[src/rtl/spi_master_multi_if.sv]
// Control/status handshake and SPI pin bundle for spi_master_multi.
// master modport is the engine's view; slave is the controller/peripheral side.
interface spi_master_multi_if #(
  parameter int BITS   = 32,
  parameter int LEN_W  = 6,
  parameter int NUM_CS = 4,
  parameter int CS_W   = 2,
  parameter int DIV_W  = 16
);
  logic              start;
  logic [CS_W-1:0]   cs_sel;
  logic              cpol;
  logic              cpha;
  logic [LEN_W-1:0]  xfer_len;
  logic [DIV_W-1:0]  clk_div;
  logic [BITS-1:0]   tx_data;
  logic [BITS-1:0]   rx_data;
  logic              busy;
  logic              done;
  logic              sclk;
  logic              mosi;
  logic              miso;
  logic [NUM_CS-1:0] cs_n;

  modport master (
    input  start, cs_sel, cpol, cpha, xfer_len, clk_div, tx_data, miso,
    output rx_data, busy, done, sclk, mosi, cs_n
  );

  modport slave (
    output start, cs_sel, cpol, cpha, xfer_len, clk_div, tx_data, miso,
    input  rx_data, busy, done, sclk, mosi, cs_n
  );
endinterface

[src/rtl/spi_master_multi.sv]
// SPI master with runtime CPOL/CPHA, length, divider and chip select; done pulses (2*len+3)*H+1
// cycles after accept. Inputs are latched at accept and start is ignored while busy.
module spi_master_multi #(
  parameter int BITS   = 32,
  parameter int LEN_W  = 6,
  parameter int NUM_CS = 4,
  parameter int CS_W   = 2,
  parameter int DIV_W  = 16
) (
  input logic               spi_sys_clk,
  input logic               reset,
  spi_master_multi_if.master bus
);
  typedef enum logic [2:0] {IDLE, LEAD, SHIFT, TRAIL, GAP, FIN} state_t;

  localparam logic [LEN_W:0] BITS_L = (LEN_W + 1)'(BITS);

  state_t            state_q;
  logic              cpol_q, cpha_q;
  logic [DIV_W-1:0]  div_q, hcnt_q;
  logic [LEN_W:0]    ecnt_q;
  logic [BITS-1:0]   tx_q, rx_q, rx_data_q;
  logic              sclk_q, mosi_q, busy_q, done_q;
  logic [NUM_CS-1:0] cs_n_q;

  logic [LEN_W:0]    len_d;
  logic [BITS-1:0]   tx_d;
  logic [NUM_CS-1:0] cs_n_d;
  logic              hexp, tog, lead_edge, drive, sample;

  always_comb begin
    len_d = {1'b0, bus.xfer_len};
    if (bus.xfer_len == '0 || len_d > BITS_L) len_d = BITS_L;
    // Left-align so the first bit to send sits in the MSB
    tx_d = bus.tx_data << (BITS_L - len_d);
    for (int i = 0; i < NUM_CS; i++) cs_n_d[i] = (bus.cs_sel != CS_W'(i));
    hexp      = (hcnt_q == '0);
    tog       = hexp && ((state_q == LEAD) || (state_q == SHIFT && ecnt_q != '0));
    lead_edge = (sclk_q == cpol_q);
    drive     = tog && (lead_edge == cpha_q);
    sample    = tog && (lead_edge != cpha_q);
  end

  always_ff @(posedge spi_sys_clk or posedge reset) begin
    if (reset) begin
      state_q   <= IDLE;
      cpol_q    <= 1'b0;
      cpha_q    <= 1'b0;
      div_q     <= '0;
      hcnt_q    <= '0;
      ecnt_q    <= '0;
      tx_q      <= '0;
      rx_q      <= '0;
      rx_data_q <= '0;
      sclk_q    <= 1'b0;
      mosi_q    <= 1'b0;
      busy_q    <= 1'b0;
      done_q    <= 1'b0;
      cs_n_q    <= '1;
    end else begin
      done_q <= 1'b0;
      if (!hexp) hcnt_q <= hcnt_q - 1'b1;
      if (tog) sclk_q <= ~sclk_q;
      if (drive) begin
        mosi_q <= tx_q[BITS-1];
        tx_q   <= tx_q << 1;
      end
      if (sample) rx_q <= {rx_q[BITS-2:0], bus.miso};

      case (state_q)
        IDLE: begin
          sclk_q <= bus.cpol;
          mosi_q <= 1'b0;
          cs_n_q <= '1;
          if (bus.start) begin
            state_q <= LEAD;
            busy_q  <= 1'b1;
            cpol_q  <= bus.cpol;
            cpha_q  <= bus.cpha;
            div_q   <= bus.clk_div;
            hcnt_q  <= bus.clk_div;
            // First edge is issued on leaving LEAD, so one fewer remains
            ecnt_q  <= (len_d << 1) - 1'b1;
            rx_q    <= '0;
            cs_n_q  <= cs_n_d;
            if (bus.cpha) begin
              tx_q <= tx_d;
            end else begin
              mosi_q <= tx_d[BITS-1];
              tx_q   <= tx_d << 1;
            end
          end
        end
        LEAD: if (hexp) begin
          state_q <= SHIFT;
          hcnt_q  <= div_q;
        end
        SHIFT: if (hexp) begin
          hcnt_q <= div_q;
          if (ecnt_q == '0) begin
            state_q <= TRAIL;
            mosi_q  <= 1'b0;
          end else begin
            ecnt_q <= ecnt_q - 1'b1;
          end
        end
        TRAIL: if (hexp) begin
          state_q <= GAP;
          hcnt_q  <= div_q;
          cs_n_q  <= '1;
        end
        GAP: if (hexp) state_q <= FIN;
        FIN: begin
          state_q   <= IDLE;
          busy_q    <= 1'b0;
          done_q    <= 1'b1;
          rx_data_q <= rx_q;
        end
        default: state_q <= IDLE;
      endcase
    end
  end

  assign bus.rx_data = rx_data_q;
  assign bus.busy    = busy_q;
  assign bus.done    = done_q;
  assign bus.sclk    = sclk_q;
  assign bus.mosi    = mosi_q;
  assign bus.cs_n    = cs_n_q;
endmodule

[src/flat_wrapper.sv]
// flat-port wrapper written by rule: the top's interface ports become plain ports
module spi_master_multi_flat 
#(
  parameter int BITS   = 32,
  parameter int LEN_W  = 6,
  parameter int NUM_CS = 4,
  parameter int CS_W   = 2,
  parameter int DIV_W  = 16
)
  (spi_sys_clk, reset, bus_start, bus_cs_sel, bus_cpol, bus_cpha, bus_xfer_len, bus_clk_div, bus_tx_data, bus_miso, bus_rx_data, bus_busy, bus_done, bus_sclk, bus_mosi, bus_cs_n);
  spi_master_multi_if #(.BITS(BITS), .LEN_W(LEN_W), .NUM_CS(NUM_CS), .CS_W(CS_W), .DIV_W(DIV_W)) bus_i ();
  input logic spi_sys_clk;
  input logic reset;
  input wire logic [$bits(bus_i.start)-1:0] bus_start;
  input wire logic [$bits(bus_i.cs_sel)-1:0] bus_cs_sel;
  input wire logic [$bits(bus_i.cpol)-1:0] bus_cpol;
  input wire logic [$bits(bus_i.cpha)-1:0] bus_cpha;
  input wire logic [$bits(bus_i.xfer_len)-1:0] bus_xfer_len;
  input wire logic [$bits(bus_i.clk_div)-1:0] bus_clk_div;
  input wire logic [$bits(bus_i.tx_data)-1:0] bus_tx_data;
  input wire logic [$bits(bus_i.miso)-1:0] bus_miso;
  output wire logic [$bits(bus_i.rx_data)-1:0] bus_rx_data;
  output wire logic [$bits(bus_i.busy)-1:0] bus_busy;
  output wire logic [$bits(bus_i.done)-1:0] bus_done;
  output wire logic [$bits(bus_i.sclk)-1:0] bus_sclk;
  output wire logic [$bits(bus_i.mosi)-1:0] bus_mosi;
  output wire logic [$bits(bus_i.cs_n)-1:0] bus_cs_n;
  assign bus_i.start = bus_start;
  assign bus_i.cs_sel = bus_cs_sel;
  assign bus_i.cpol = bus_cpol;
  assign bus_i.cpha = bus_cpha;
  assign bus_i.xfer_len = bus_xfer_len;
  assign bus_i.clk_div = bus_clk_div;
  assign bus_i.tx_data = bus_tx_data;
  assign bus_i.miso = bus_miso;
  assign bus_rx_data = bus_i.rx_data;
  assign bus_busy = bus_i.busy;
  assign bus_done = bus_i.done;
  assign bus_sclk = bus_i.sclk;
  assign bus_mosi = bus_i.mosi;
  assign bus_cs_n = bus_i.cs_n;
  spi_master_multi #(.BITS(BITS), .LEN_W(LEN_W), .NUM_CS(NUM_CS), .CS_W(CS_W), .DIV_W(DIV_W)) u_core (.spi_sys_clk(spi_sys_clk), .reset(reset), .bus(bus_i));
endmodule
[config.mk]
export PLATFORM = sky130hd
export DESIGN_NAME = spi_master_multi_flat
export DESIGN_NICKNAME = d
export VERILOG_FILES = /design/src/rtl/spi_master_multi_if.sv /design/src/rtl/spi_master_multi.sv /design/src/flat_wrapper.sv
export SDC_FILE = /design/constraint.sdc
export NUM_CORES = 1
export LEC_CHECK = 0
export CORE_UTILIZATION = 45
export CTS_BUF_LIST = sky130_fd_sc_hd__clkbuf_8 sky130_fd_sc_hd__clkbuf_16
export CTS_CLUSTER_SIZE = 16
export DETAILED_ROUTE_END_ITERATION = 8
export MAX_ROUTING_LAYER = met4
export PLACE_DENSITY_LB_ADDON = 0.25
export SYNTH_ARGS = -nofsm -noshare
export SYNTH_HDL_FRONTEND = slang
export SYNTH_SLANG_ARGS = --single-unit
[constraint.sdc]
create_clock -name spi_sys_clk -period 7.6 [get_ports spi_sys_clk]
set_clock_uncertainty 0.15 [all_clocks]
set_input_delay 1.9 -clock spi_sys_clk [delete_from_list [all_inputs] [get_ports spi_sys_clk]]
set_output_delay 1.9 -clock spi_sys_clk [all_outputs]
set_load 0.01 [all_outputs]
======== Word level (Yosys, flattened, before mapping) ========
Cells that the tools add are included.
word-level totals
  register bits ........................... 148
  bits in latches ......................... 0
  bits in writable memories ............... 0
  ROM bits ................................ 0
  input port bits ......................... 62
  output and inout port bits .............. 40
  memories ................................ 0
cells by class
  add/sub/neg operators ................... 4
  multipliers ............................. 0
  div/mod/pow operators ................... 0
  $lt $le $gt $ge ......................... 1
  eq/ne operators ......................... 18
  shift operators ......................... 1
  muxes and demuxes ....................... 37
  bitwise operators ....................... 1
  reduce and logical (&&, ||, !) cells .... 22
operators by type and width
  kind                                                                    number
  32-bit two-way mux                                                      7
  16-bit two-way mux                                                      3
  16-bit case mux with 2 select lines                                     1
  32-bit by 7-bit left shift with 32-bit output                           1
  7-bit two-way mux                                                       3
  3-bit two-way mux                                                       6
  16-bit zero test                                                        1
  16-bit by 1-bit subtractor with 16-bit output (second input constant)   1
  3-bit case mux with 5 select lines                                      1
  7-bit case mux with 2 select lines                                      1
  7-bit by 1-bit subtractor with 7-bit output (second input constant)     2
  2-bit by 1-bit != test with 1-bit output (second input constant)        5
  2-bit != test (second input constant)                                   5
  2-bit nonzero test                                                      5
  1-bit two-way mux                                                       9
  4-bit two-way mux                                                       2
  4-bit case mux with 2 select lines                                      1
  7-bit zero test                                                         1
  7-bit nonzero test                                                      1
  6-bit by 6-bit subtractor with 7-bit output (first input constant)      1
  3-bit by 2-bit equality test with 1-bit output (second input constant)  2
  3-bit equality test (second input constant)                             2
  6-bit > comparator (second input constant)                              1
  6-bit zero test                                                         1
  13 further kinds                                                        21

======== Logic depth before layout (Yosys ltp) ========
  depth in word-level cells ............... 9
  gate-level depth with buffers ........... 16

======== Worst setup path before layout ========
No wires, ideal clock.
  kind .................................... in2reg
  from .................................... in bus_xfer_len[0]
  to ...................................... reg u_core.tx_q[24]
  arrival ................................. 4.652 ns
  required time ........................... 7.312 ns
  slack ................................... 2.660 ns
  stages on the path ...................... 15
  path through ............................ buf_2 nor2b_1 buf_4 inv_2 buf_2 ha_1 buf_4 buf_4 or4_1 o21ai_1 nor2_1 a221oi_1 a311oi_1 o31ai_1 o22ai_1
on the way
  longest elaborated chain between the ends .. 8
  elaborated cells between the ends (all ways) .. 9
  those cells by class .................... add/sub: 1; order compare: 1; shift: 1; mux: 4; reduce/logical: 2
ends and longest elaborated chain
  element                                                RTL line                source
  start, declared                                        flat_wrapper.sv:18      input wire logic [$bits(bus_i.xfer_len)-1:0] bus_xfer_len;
  6-bit > comparator or 6-bit zero test (tied branches)  spi_master_multi.sv:33  if (bus.xfer_len == '0 || len_d > BITS_L) len_d = BITS_L;
  1-bit logical OR                                       spi_master_multi.sv:33
  6-bit two-way mux (*)                                  spi_master_multi.sv:33
  6-bit by 6-bit subtractor with 7-bit output (*)        spi_master_multi.sv:35  tx_d = bus.tx_data << (BITS_L - len_d);
  32-bit by 7-bit left shift with 32-bit output (*)      spi_master_multi.sv:35
  32-bit two-way mux (*)                                 spi_master_multi.sv:86  if (bus.cpha) begin
  32-bit two-way mux (*)                                 spi_master_multi.sv:75  if (bus.start) begin
  32-bit two-way mux (*)                                 spi_master_multi.sv:70  case (state_q)
  end signal, assigned                                   spi_master_multi.sv:66  tx_q <= tx_q << 1;
  end signal, assigned                                   spi_master_multi.sv:87  tx_q <= tx_d;
  end signal, assigned                                   spi_master_multi.sv:90  tx_q <= tx_d << 1;
  end, declared                                          spi_master_multi.sv:22  logic [BITS-1:0] tx_q, rx_q, rx_data_q;
Every way passes the cells marked *; elsewhere a longest branch is shown, timed or not.
A chain may end at the register's enable or synchronous reset.

======== Final worst setup path ========
  from .................................... in bus_xfer_len[0]
  to ...................................... reg u_core.tx_q[22]
The elaborated chain is that of the path after synthesis.

==> impl_summary.txt <==
----------------------------------------------------
[Run status]
  Run status ... finished clean

[Die]
  Num ports ... 102
  Core box area ... 20200 um2
  Number of cell rows ... 52
  Horizontal extent of the die ... 146 um
  Full die area ... 21200 um2
  Height of the die ... 146 um
  Initial cell density of the core ... 0.458

[Critical path]
  RR Startpoint ... u_core.state_q[2]
  Worst Path Max Fanout ... 27
  Cells on worst reg2reg path ... 5
  Arr. time, crit path ... 6400 ps
  Worst setup path class ... in -> reg
  Max stage delay on crit path ... 920 ps
  Slowest cell on the critical path ... sky130_fd_sc_hd__xnor2_4
  Reg-to-reg setup timing slack ... 4540 ps
  Last element of the critical path ... u_core.tx_q[22]
  Critical Path, Cell by Cell ... clkdlybuf4s50_1 > nor2b_4 > inv_2 > ha_1 > xnor2_4 > buf_4 > mux2i_1 > a2111oi_0 > a211oi_1 > o32ai_1 > a21oi_1
  Startpoint class of the critical path ... primary input
  Worst reg2reg path endpoint ... u_core.tx_q[6]
  Worst setup path start ... bus_xfer_len[0]
  Required time of the critical path ... 7730 ps
  Setup crit end kind ... flip-flop

[Yosys]
  Number of flops mapped to enable cells by yosys ... 0
  Share of synthesized registers carrying an async set or reset ... 1.00
  Gate Count Post-Synth ... 1063
  Synthesized area per cell ... 8.72 um2
  Yosys warning total ... 0
  Number of unique standard cell types used by synthesis ... 79
  Area leader, netlist ... sky130_fd_sc_hd__dfrtp_1
  Part of the Yosys area used for sequential elements ... 0.400
  Netlist area before placement ... 9270 um2
  Leading register cell type out of synthesis ... sky130_fd_sc_hd__dfrtp_1
  Post-synthesis register bit count ... 148
  Post-synth net total ... 1131
  Yosys top cell area share ... 0.389
  Top post-synthesis cells by area ... sky130_fd_sc_hd__dfrtp_1, sky130_fd_sc_hd__nand2_1, sky130_fd_sc_hd__mux2i_1, sky130_fd_sc_hd__mux4_2, sky130_fd_sc_hd__a21oi_1

[Power and ir drop]
  Max rail drop VDD ... 0.132 mV
  Reported leakage power ... 4.47 nW
  Power per cell area ... 209 nW/um2
  Overall power after layout ... 0.00229 W

[Detailed routing]
  Routed via count ... 8217
  DR DRC count ... 0
  Iteration count of the initial detailed-routing pass ... 6
  Wirelength per Cell ... 17.7 um
  Total detailed-routing wirelength ... 24900 um
  Via/cell ratio ... 5.83
  Antenna violation net count after detailed routing ... 0
  Initial detailed-routing violation count ... 565

[CTS]
  Clock latency reported for the late side of the worst-skew pair ... 430 ps
  Clock tree from TritonCTS ... done
  Number of clock sinks ... 148
  Clock buffer depth ... 2
  # resized after CTS ... 0
  CTS buffer count ... 17
  Number of levels the H-tree was split into ... 4
  Number of buffers added to fix hold violations after cts ... 0
  # Post-CTS Setup Buffers ... 0
  CTS root buffer ... sky130_fd_sc_hd__clkbuf_16
  Clock transition time at the flip-flop clock pins of the worst setup and hold paths ... 60 ps

[Cells and area]
  Layout net count ... 1194
  Most frequent standard cell in the layout excluding fill and tap cells ... sky130_fd_sc_hd__nand2_1
  Commonest non-fill, non-tap cells in the layout ... sky130_fd_sc_hd__nand2_1, sky130_fd_sc_hd__dfrtp_1, sky130_fd_sc_hd__clkdlybuf4s50_1
  Area delta synth->final ... 18.2%
  Ant diodes ... 0
  Utilization of the core after routing ... 0.542
  Fraction of final layout cells with drive strength greater than 1 ... 0.0817

[STA]
  Minimum clock period after layout ... 6270 ps
  RSZ-0062 raised after global routing ... no
  Max Slew Vio Count ... 0
  Worst-case headroom to the max-slew limit ... 0.264
  Period utilization ... 0.825
  Tightest Pin Transition ... 1100 ps
  Total negative slack for setup checks ... 0 ps
  Peak clock frequency supported by timing ... 159 MHz
  Post-Route Hold Slack ... 320 ps
  Final Hold Fails ... 0
  Setup violations, final ... 0

[GRT]
  Global-route wire length before repair ... 41800 um
  Overall Global Routing Usage ... 0.252
  Global route overflow ... 0
  Via count of the first global-routing pass ... 7868
  Pin count of the biggest net entering global routing ... 90
  Antenna violations before repair ... 0

[Hold path]
  Worst min-delay path category ... reg -> reg
  Number of cells traversed by the worst hold path ... 2

[Placement]
  HPWL after detailed placement ... 17200 um
  Count of buffers from port buffering ... 101
  Final weighted congestion in routability-driven placement ... 1.01

[Run]
  Number of max-capacitance violations reported ... 0

----------------------------------------------------
per-layer routing:
layer / track usage / share of wire / vias up
met5: - / 0 / -
met4: 0.0779 / 0.019 / 0
met3: 0.0401 / 0.048 / 38
met2: 0.385 / 0.46 / 256
met1: 0.346 / 0.48 / 3951
li1: - / - / 3972
report_power, final:
| group | internal [W] | switching [W] | total, W | leakage, nW |
|---|---|---|---|---|
| combinational | 0.000226 | 0.000288 | 0.000514 | 2.33 |
| clock | 0.000472 | 0.000338 | 0.000809 | 0.282 |
| sequential | 0.000881 | 0.0000855 | 0.000966 | 1.86 |
| total | 0.00158 | 0.000711 | 0.00229 | 4.47 |
Yosys cell counts (3+ instances only):
master	count
sky130_fd_sc_hd__nand2_1	271
sky130_fd_sc_hd__dfrtp_1	144
sky130_fd_sc_hd__a21oi_1	72
sky130_fd_sc_hd__mux2i_1	64
sky130_fd_sc_hd__nor2_1	58
sky130_fd_sc_hd__clkbuf_1	37
sky130_fd_sc_hd__nand3_1	33
sky130_fd_sc_hd__nor3_1	32
sky130_fd_sc_hd__o22ai_1	27
sky130_fd_sc_hd__o21ai_0	23
sky130_fd_sc_hd__o211ai_1	22
sky130_fd_sc_hd__mux4_2	18
sky130_fd_sc_hd__a211oi_1	16
sky130_fd_sc_hd__a31oi_1	14
sky130_fd_sc_hd__buf_2	14
sky130_fd_sc_hd__inv_1	13
sky130_fd_sc_hd__o21ai_1	12
sky130_fd_sc_hd__a221oi_1	11
sky130_fd_sc_hd__xnor2_1	11
sky130_fd_sc_hd__buf_1	8
sky130_fd_sc_hd__mux2_1	8
sky130_fd_sc_hd__nand2b_1	8
sky130_fd_sc_hd__nand4_1	8
sky130_fd_sc_hd__nor2b_1	8
sky130_fd_sc_hd__nor4_1	8
sky130_fd_sc_hd__and2_1	7
sky130_fd_sc_hd__o31ai_1	7
sky130_fd_sc_hd__xor2_1	7
sky130_fd_sc_hd__buf_4	6
sky130_fd_sc_hd__ha_1	6
sky130_fd_sc_hd__buf_6	5
sky130_fd_sc_hd__o2111ai_1	5
sky130_fd_sc_hd__dfstp_2	4
sky130_fd_sc_hd__mux2_2	4
sky130_fd_sc_hd__or2_2	4
sky130_fd_sc_hd__and3_1	3
sky130_fd_sc_hd__nor3_2	3
sky130_fd_sc_hd__or3_1	3
critical path: cells and delay by family:
kind	cells	cell delay, ps
muxes	1	120
xor gates and xnor gates	1	920
adders and majority gates	1	590
AOI/OAI and AO/OA	4	1390
buffers and inverters	3	1220
and+or+nand+nor	1	230
registers in the layout, indices dropped and copies added (netlist names):
name / flops
u_core.bus.rx_data: 32
u_core.rx_q: 32
u_core.tx_q: 32
u_core.div_q: 16
u_core.hcnt_q: 16
u_core.ecnt_q: 7
u_core.bus.cs_n: 4
u_core.state_q: 3
u_core.bus.busy: 1
u_core.bus.done: 1
u_core.bus.mosi: 1
u_core.bus.sclk: 1
u_core.cpha_q: 1
u_core.cpol_q: 1
kinds of logic (layout without fill, tap and decap cells):
logic type,after synthesis,after routing,synth area share
fa+ha+maj,6,6,0.00809
mux,94,94,0.127
simple gates,464,464,0.224
compound gates,244,244,0.174
flops,148,148,0.400
buf+inv,87,163,0.0448
xor+xnor,20,20,0.0217
layout make-up:
type	instances	area, um2
fillers	1878	9270
multi-input cells	828	5160
flip-flops and latches	148	3710
repair buffers	115	1120
clock buffers	19	453
well taps	270	338
clock inverters	13	124
inverters	16	65.1
worst min path at each step:
stage / from / end / slack, ps
6_report: u_core.bus.rx_data[25] / u_core.bus.rx_data[25] / 320
5_1_grt: u_core.bus.rx_data[24] / u_core.bus.rx_data[24] / 340
4_1_cts: u_core.div_q[9] / u_core.div_q[9] / 330
3_5_place_dp: u_core.bus.rx_data[11] / u_core.bus.rx_data[11] / 310
3_3_place_gp: u_core.rx_q[31] / u_core.bus.rx_data[31] / 300
2_1_floorplan: u_core.rx_q[31] / u_core.bus.rx_data[31] / 290
through the flow:
stage,cell area [um2],cells,setup WS (ps)
after CTS,11000,1409,1390
final,11000,1409,1330
after global routing,11000,1409,971
after detailed placement,10400,1377,961
after global placement,10400,1377,1060
after floorplan,9270,1063,1580
Power figures use the tool's default switching activity.
